### src/rtl/led_seq_ctrl_pkg.sv
// -----------------------------------------------------------------------------
// led_seq_ctrl_pkg
// Shared definitions for the cabin indicator LED sequencer and the display
// logic that decodes its modo output.
//   - state_e     : sequencer states; the encoding is also the modo code
//   - ARR_*_S_DEF : default arrival blink / hold durations in seconds
//   - led_enc()   : {inter, fijo} LED driver pattern for each state
// Configuration macro: LED_LAMP_TEST_EN adds the LAMP_TEST state (modo=6).
// -----------------------------------------------------------------------------
package led_seq_ctrl_pkg;

  typedef enum logic [2:0] {
    ST_IDLE      = 3'd0,
    ST_ARR_BLINK = 3'd1,
    ST_ARR_HOLD  = 3'd2,
    ST_DOOR      = 3'd3,
    ST_OVERLOAD  = 3'd4,
`ifdef LED_LAMP_TEST_EN
    ST_FAULT     = 3'd5,
    ST_LAMP_TEST = 3'd6
`else
    ST_FAULT     = 3'd5
`endif
  } state_e;

  localparam int ARR_BLINK_S_DEF = 2;
  localparam int ARR_HOLD_S_DEF  = 3;

  // Returns {inter, fijo}; the two bits are never both set.
  function automatic logic [1:0] led_enc(input state_e s);
    logic [1:0] r;
    r = 2'b00;
    case (s)
      ST_ARR_BLINK, ST_OVERLOAD, ST_FAULT: r = 2'b10;
      ST_ARR_HOLD, ST_DOOR:                r = 2'b01;
`ifdef LED_LAMP_TEST_EN
      ST_LAMP_TEST:                        r = 2'b01;
`endif
      default:                             r = 2'b00;
    endcase
    return r;
  endfunction

endpackage

### src/rtl/f_tick_gen.sv
// -----------------------------------------------------------------------------
// f_tick_gen
// Free-running prescaler producing a one-cycle tick every CLK_HZ clocks.
// Counts 0..CLK_HZ-1; tick is high while the count sits at CLK_HZ-1.
// Ports:
//   clk  : clock
//   rst  : synchronous active-high reset (count -> 0)
//   clr  : synchronous restart; the first tick after clr comes CLK_HZ
//          cycles later
//   tick : one-cycle pulse
// -----------------------------------------------------------------------------
module f_tick_gen #(
  parameter int CLK_HZ = 50_000_000
) (
  input  logic clk,
  input  logic rst,
  input  logic clr,
  output logic tick
);

  localparam int CNT_W = (CLK_HZ > 1) ? $clog2(CLK_HZ) : 1;
  localparam logic [CNT_W-1:0] CNT_TOP = CNT_W'(CLK_HZ - 1);

  logic [CNT_W-1:0] cnt_q, cnt_d;

  assign tick = (cnt_q == CNT_TOP);

  always_comb begin
    cnt_d = cnt_q + CNT_W'(1);
    if (clr || tick) cnt_d = '0;
  end

  always_ff @(posedge clk) begin
    if (rst) cnt_q <= '0;
    else     cnt_q <= cnt_d;
  end

endmodule

### src/rtl/led_seq_ctrl.sv
// -----------------------------------------------------------------------------
// led_seq_ctrl
// Sequencer for the cabin indicator LED driver. Arbitrates fault, overload,
// arrival and door-open requests and times the arrival sequence
// (blink ARR_BLINK_S s, solid ARR_HOLD_S s, then off).
// Ports:
//   clk, rst        : clock, synchronous active-high reset
//   req_llegada     : 1-cycle pulse, cabin arrived at a floor
//   req_puerta      : level, door open
//   req_sobrepeso   : level, overload
//   req_falla       : level, fault (latched)
//   clr_falla       : 1-cycle pulse, clears the fault latch if req_falla=0
//   enable_inter    : LED driver blink enable (registered)
//   enable_fijo     : LED driver solid enable (registered)
//   modo            : current state code (registered)
//   falla_act       : latched fault flag
// Configuration macro: LED_LAMP_TEST_EN -- 1 s LAMP_TEST after reset.
// -----------------------------------------------------------------------------
module led_seq_ctrl
  import led_seq_ctrl_pkg::*;
#(
  parameter int CLK_HZ      = 50_000_000,
  parameter int ARR_BLINK_S = ARR_BLINK_S_DEF,
  parameter int ARR_HOLD_S  = ARR_HOLD_S_DEF,
  parameter int SEC_W       = 4
) (
  input  logic       clk,
  input  logic       rst,
  input  logic       req_llegada,
  input  logic       req_puerta,
  input  logic       req_sobrepeso,
  input  logic       req_falla,
  input  logic       clr_falla,
  output logic       enable_inter,
  output logic       enable_fijo,
  output logic [2:0] modo,
  output logic       falla_act
);

`ifdef LED_LAMP_TEST_EN
  localparam state_e RESET_ST = ST_LAMP_TEST;
`else
  localparam state_e RESET_ST = ST_IDLE;
`endif

  state_e           state_q, state_d;
  logic             falla_q, falla_d;
  logic [SEC_W-1:0] sec_q, sec_d, sec_nx;
  logic             tick, restart, entry;
  logic             blink_done, hold_done;
  state_e           hold_exit, hold_entry, arr_entry;
  logic             inter_q, inter_d, fijo_q, fijo_d;
  logic [2:0]       modo_q, modo_d;

  // Set wins over clear. The FSM looks at this next-cycle value so that a
  // fault is acted on (and a clear released) at the same edge the latch moves.
  assign falla_d = req_falla | (falla_q & ~clr_falla);

  assign sec_nx     = tick ? sec_q + SEC_W'(1) : sec_q;
  // Compare the post-tick count so the state changes on the tick that
  // completes the interval, giving exactly N*CLK_HZ cycles in the state.
  assign blink_done = (sec_nx == SEC_W'(ARR_BLINK_S));
  assign hold_done  = (sec_nx == SEC_W'(ARR_HOLD_S));

  // Zero-length phases of the arrival sequence are skipped.
  assign hold_exit  = req_puerta ? ST_DOOR : ST_IDLE;
  assign hold_entry = (ARR_HOLD_S != 0) ? ST_ARR_HOLD : hold_exit;
  assign arr_entry  = (ARR_BLINK_S != 0) ? ST_ARR_BLINK : hold_entry;

  // Next-state logic: fault > overload > arrival sequence > door > idle
  always_comb begin
    state_d = state_q;
    restart = 1'b0;
    if (falla_d) begin
      state_d = ST_FAULT;
    end
`ifdef LED_LAMP_TEST_EN
    else if (state_q == ST_LAMP_TEST) begin
      if (tick) state_d = ST_IDLE;
    end
`endif
    else if (req_sobrepeso) begin
      state_d = ST_OVERLOAD;
    end else begin
      case (state_q)
        ST_IDLE: begin
          if (req_llegada) begin
            state_d = arr_entry;
            restart = 1'b1;
          end else if (req_puerta) begin
            state_d = ST_DOOR;
          end
        end
        ST_DOOR: begin
          if (req_llegada) begin
            state_d = arr_entry;
            restart = 1'b1;
          end else if (!req_puerta) begin
            state_d = ST_IDLE;
          end
        end
        ST_ARR_BLINK: begin
          if (req_llegada) restart = 1'b1;
          else if (blink_done) state_d = hold_entry;
        end
        ST_ARR_HOLD: begin
          if (req_llegada) begin
            state_d = arr_entry;
            restart = 1'b1;
          end else if (hold_done) begin
            state_d = hold_exit;
          end
        end
        ST_OVERLOAD: state_d = hold_exit;
        ST_FAULT:    state_d = ST_IDLE;
        default:     state_d = ST_IDLE;
      endcase
    end
  end

  // A restart within the same state must re-arm timing just like an entry.
  assign entry = restart | (state_d != state_q);
  assign sec_d = entry ? '0 : sec_nx;

  f_tick_gen #(
    .CLK_HZ(CLK_HZ)
  ) u_tick (
    .clk (clk),
    .rst (rst),
    .clr (entry),
    .tick(tick)
  );

  // State register
  always_ff @(posedge clk) begin
    if (rst) state_q <= RESET_ST;
    else     state_q <= state_d;
  end

  // Fault latch and seconds counter
  always_ff @(posedge clk) begin
    if (rst) begin
      falla_q <= 1'b0;
      sec_q   <= '0;
    end else begin
      falla_q <= falla_d;
      sec_q   <= sec_d;
    end
  end

  // Output decode
  always_comb begin
    modo_d           = 3'(state_q);
    {inter_d, fijo_d} = led_enc(state_q);
  end

  // Output register: outputs trail the state by one cycle
  always_ff @(posedge clk) begin
    if (rst) begin
      inter_q <= 1'b0;
      fijo_q  <= 1'b0;
      modo_q  <= 3'd0;
    end else begin
      inter_q <= inter_d;
      fijo_q  <= fijo_d;
      modo_q  <= modo_d;
    end
  end

  assign enable_inter = inter_q;
  assign enable_fijo  = fijo_q;
  assign modo         = modo_q;
  assign falla_act    = falla_q;

endmodule
### config.mk
export PLATFORM = sky130hd
export DESIGN_NAME = led_seq_ctrl
export DESIGN_NICKNAME = d
export VERILOG_FILES = /design/src/rtl/led_seq_ctrl_pkg.sv /design/src/rtl/f_tick_gen.sv /design/src/rtl/led_seq_ctrl.sv
export SDC_FILE = /design/constraint.sdc
export NUM_CORES = 1
export LEC_CHECK = 0
export CORE_ASPECT_RATIO = 0.7
export CORE_UTILIZATION = 35
export CTS_CLUSTER_DIAMETER = 50
export DETAILED_ROUTE_END_ITERATION = 16
export PLACE_DENSITY = 0.56
export SYNTH_ARGS = -nofsm -noshare
export SYNTH_HDL_FRONTEND = slang
export SYNTH_SLANG_ARGS = --single-unit
### constraint.sdc
create_clock -name clk -period 4.85 [get_ports clk]
set_input_delay 1.455 -clock clk [delete_from_list [all_inputs] [get_ports clk]]
set_output_delay 1.455 -clock clk [all_outputs]
set_load 0.01 [all_outputs]
# After elaboration in Yosys (flattened, before gate mapping)
# Cells that the tools add are included.
# word_totals
ff_bits,39
output_inout_bits,6
elab_cells,47
# op_classes
addsub,2
eq_ne,9
n_mux,18
bitwise_logic,4
n_reduce_logical,7
# op_table
cell,count
3-bit 2-to-1 mux,10
"26-bit by 1-bit adder with 26-bit output, second input constant",1
"26-bit == test, second input constant",1
3-bit case mux with 5 select lines,1
"4-bit by 2-bit == test with 1-bit output, second input constant",2
"3-bit by 2-bit == test with 1-bit output, second input constant",2
"3-bit == test, second input constant",2
2-bit OR reduction,3
"4-bit by 1-bit adder with 4-bit output, second input constant",1
1-bit 2-to-1 mux,4
4-bit 2-to-1 mux,1
2-bit case mux with 2 select lines,1
4-bit OR reduction,1
"3-bit by 1-bit == test with 1-bit output, second input constant",1
3-bit zero test,1
3-bit inequality test,1
3-bit OR reduction,1
2-bit 2-to-1 mux,1
1-bit OR,2
1-bit AND,1
1-bit logical OR,1
1-bit NOT,1

# Depth between registers and ports, before layout
# depth
depth_word,12
ltp_mapped,12
mapped_depth_nobuf,9

# Cells and area by module
# Synthesis repeated with hierarchy kept, for this count alone.
# hier_totals
cells_unflattened,231
area_unflattened_um2,2021.9
# by_module_without_submodules
mod,instances,cells_per_inst,area_per_inst_um2,seq_area_each_um2
f_tick_gen,1,144,1249.9,520.5
led_seq_ctrl,1,87,772.0,260.2

# Worst setup path before layout
# No wires, ideal clock.
# synth_timing
path_type,input -> register
start,in clr_falla
end,reg u_tick.cnt_q[12]
setup_ps,62
arrival_time_ps,2918
t_required_ps,4788
path_slack_ps,1870
path_stages,9
path_buffers,1
path_cell_list,inv_1 > a21o_1 > nor2_1 > or3_1 > a221oi_1 > o211a_1 > o211ai_4 > buf_8 > nor2_2
# synth_via
elab_chain_cells,8
word_cells_on_any_way,9
# synth_rtl
element,line_no,source
"start, declared",led_seq_ctrl.sv:33,"input logic clr_falla,"
1-bit NOT (*),led_seq_ctrl.sv:57,assign falla_d = req_falla | (falla_q & ~clr_falla);
1-bit AND (*),led_seq_ctrl.sv:57,
1-bit OR (*),led_seq_ctrl.sv:57,
3-bit 2-to-1 mux,led_seq_ctrl.sv:74,if (falla_d) begin
3-bit inequality test,led_seq_ctrl.sv:122,assign entry = restart | (state_d != state_q);
1-bit OR (*),led_seq_ctrl.sv:122,
1-bit logical OR (*),f_tick_gen.sv:30,if (clr || tick) cnt_d = '0;
2-bit OR reduction (no source line) (*),--,
"end signal, assigned",f_tick_gen.sv:35,else cnt_q <= cnt_d;
"end, declared",f_tick_gen.sv:24,"logic [CNT_W-1:0] cnt_q, cnt_d;"
# Mark *: on every way between the ends. The rest lies on a longest branch, timed or not.
# A chain may end at the register's enable or synchronous reset.

# Final worst setup path
# layout_timing
start,reg u_tick.cnt_q[0]
end,reg sec_q[1]
# layout_via
elab_chain_cells,11
word_cells_on_any_way,14
# layout_rtl
element,line_no,source
26-bit == test (*),f_tick_gen.sv:26,assign tick = (cnt_q == CNT_TOP);
4-bit 2-to-1 mux (*),led_seq_ctrl.sv:59,assign sec_nx = tick ? sec_q + SEC_W'(1) : sec_q;
"4-bit by 2-bit == test with 1-bit output, on equally long branches","led_seq_ctrl.sv:63, led_seq_ctrl.sv:62",
"3-bit 2-to-1 mux, on equally long branches","led_seq_ctrl.sv:110, led_seq_ctrl.sv:104",
"3-bit 2-to-1 mux, on equally long branches","led_seq_ctrl.sv:107, led_seq_ctrl.sv:103",
3-bit case mux with 5 select lines,led_seq_ctrl.sv:85,case (state_q)
3-bit 2-to-1 mux,led_seq_ctrl.sv:82,else if (req_sobrepeso) begin
3-bit 2-to-1 mux,led_seq_ctrl.sv:74,
3-bit inequality test,led_seq_ctrl.sv:122,
1-bit OR,led_seq_ctrl.sv:122,
2-bit OR reduction (no source line),--,
"end signal, assigned",led_seq_ctrl.sv:144,sec_q <= '0;
"end signal, assigned",led_seq_ctrl.sv:147,sec_q <= sec_d;
"end, declared",led_seq_ctrl.sv:48,"logic [SEC_W-1:0] sec_q, sec_d, sec_nx;"
# Marked as above.

==> impl_metrics.toml <==
[sta]
max-slew-margin-rel = 0.574
hold_viol = 0
finalClockSkew_ns = 0.00895
slew_viol_final = 0
finalSetupTns_ns = 0
period_share = 0.708
worstMarginPinSlew_ns = 0.637
setup_viol = 0
fin_crit_ns = 3.44
fmax_mhz = 291
whs_ns = 0.474
grt_setup_unrepaired = "false"

[synthesis]
syn_inst = 217
synth_most_common_cell = "dfxtp_1"
ys.flop_type = "dfxtp_1"
synth_area_sq_um = 1910
synth_common_cells = "dfxtp_1, nor2_1, xor2_1"
synth_cell_types = 49
synth_nets = 226
syn_avg_cell_area_sq_um = 8.82
synth_edf_count = 0
yosysTopAreaCell = "dfxtp_1"
yosysTopAreaCellShare = 0.408
async_flop_share = 0
ys_seq_area_frac = 0.408
synth-seq-cells = 39
synth.top_cells.by_area = "dfxtp_1, xor2_1, nor2_1"
yosys_warnings = 0

[floorplanning]
dieArea_sq_um = 5770
fp-row-count = 22
die_x_um = 90.4
die_height_um = 63.9
io_pins = 13
coreArea_sq_um = 5260
start_util = 0.364

[status]
status = "finished, final reports clean"

[power_and_ir_drop]
p_leak_nw = 0.706
powerDensity_nw_per_um2 = 297
switching_share = 0.229
internal_power_uw = 501
clkPwrFrac = 0.415
p_comb_frac = 0.077
p_sw_uw = 149
power_frac_seq = 0.508
ir_drop_mv = 0.149

[placed_design]
dp_hpwl_mm = 2.44
dpl_cell_area_sq_um = 2070
dp_cells = 294
gp_congestion = 0.761
io_buffers = 12

[final_layout]
drive_above_1_share = 0.117
n_antenna_cell = 0
post-route-cell-area_sq_um = 2190
regArea_sq_um = 781
final_cells = 302
final_util = 0.416
finalNetCount = 238
num-fill-cells = 551
multi_input_area_sq_um = 1060
syn2layout_area_growth_pct = 14.2

[route]
highest_layer = "met4"
drtAntennaViolNets = 0
detail_route.wl_per_cell_um = 11.2
wl_met1_mm = 2.00
drc_errors = 0
first_pass_iters = 4
met2WireLength_mm = 1.23
wl_met3_um = 113
wirelength_mm = 3.39
num_vias = 1444
drtIter0Drc = 63
via_per_inst = 4.78

[global_route]
antenna_found_initial = 0
grt-ovfl-total = 0
grt_pass1_wl_mm = 6.02
grt_max_degree = 17
track_usage = 0.134
grt_pass1_vias = 1281

[setup_path]
crit_path_end_kind = "flip-flop"
critPathKind = "reg -> reg"
crit_arrival_ns = 3.63
critical_path.max_fanout = 14
required_ns = 5.04
cp-start-kind = "flip-flop"

[clock_tree]
clock_path_buffers = 2
cts_resized = 0
post_cts_buffers = 0
cts.sinks = 39
cts_root_buf = "clkbuf_8"
hold_buffers = 0
cts_buffers = 5
htreeDepth = 2
cts_tree = "done"
clkTransAtPathRegs_ns = 0.08
clock_latency_ns = 0.29

[flow_run]
max_cap_viol_count = 0

[worst_hold_path]
hp-class = "reg -> reg"
-- sequential cells by signal, summed over array words and instances (netlist names) --
name	flops
sec_q	4
u_tick.cnt_q	26
modo_d	3
enable_inter	1
falla_act	1
enable_fijo	1
modo	3
-- logic make-up after synthesis --
group,after synthesis,share of synthesized area
fa+ha+maj,2,0.0131
simple gates,110,0.297
flops,39,0.408
xor+xnor,28,0.132
compound gates,25,0.112
buf+inv,13,0.0379
-- critical path, stage by stage (launching register included) --
cell and delay [ns]:
dfxtp_1 0.39, ha_1 0.20, nand3_1 0.13, or4_1 0.68, or2_1 0.39, xnor2_1 0.19
o31ai_1 0.46, o22ai_4 0.16, o21ai_2 0.50, o21ba_2 0.23
-- power groups by stage --
stage	sequential [mW]	combinational (mW)	clock, mW
after floorplan	0.336	0.0373	0
after global placement	0.338	0.0509	0
after detailed placement	0.338	0.0502	0
after CTS	0.330	0.0504	0.279
after global routing	0.331	0.0553	0.297
final	0.330	0.0500	0.269
-- cells in the final DEF, fill, tap and decap left out, drive strengths merged, types with 4 or more instances in the layout --
master,synthesis,layout
clkbuf,3,5
dfxtp,39,39
xnor2,11,11
inv,6,6
nor2b,6,6
clkdlybuf4s50,0,12
nand3,12,12
or2,4,4
xor2,17,17
nand4,8,8
a21oi,5,5
nor2,45,45
nand2,12,12
nor3,7,7
-- worst paths after layout --
kind | startpoint | to | slack, ns | cells after the start
worst max-delay path | u_tick.cnt_q[0]$_SDFF_PP0_ | sec_q[1]$_SDFF_PP0_ | 1.41 | 9
worst min-delay path | u_tick.cnt_q[0]$_SDFF_PP0_ | u_tick.cnt_q[0]$_SDFF_PP0_ | 0.47 | 1
worst max register to register | u_tick.cnt_q[0]$_SDFF_PP0_ | sec_q[1]$_SDFF_PP0_ | 1.41 | 9
worst min register to register | u_tick.cnt_q[0]$_SDFF_PP0_ | u_tick.cnt_q[0]$_SDFF_PP0_ | 0.47 | 1
-- final cells by class --
type                            instances  area share
Multi-Input combinational cell        165       0.485
Sequential cell                        39       0.357
Timing Repair Buffer                   12      0.0549
Tap cell                               72      0.0412
Clock buffer                            5      0.0315
Clock inverter                          3      0.0200
Inverter                                6      0.0103
-- per-stage QoR --
step	worst slack, ns	power [mW]
after floorplan	1.87	0.373
after global placement	1.20	0.389
after detailed placement	1.21	0.388
after CTS	1.39	0.659
after global routing	1.18	0.684
final	1.41	0.649
-- metal layers --
layer | global-route usage | vias up
li1 | - | 772
met2 | 0.172 | 16
met3 | 0.0500 | 5
met5 | 0 | -
met4 | 0.0484 | 0
met1 | 0.198 | 651
Note: power is estimated with default switching activity, not from simulation.
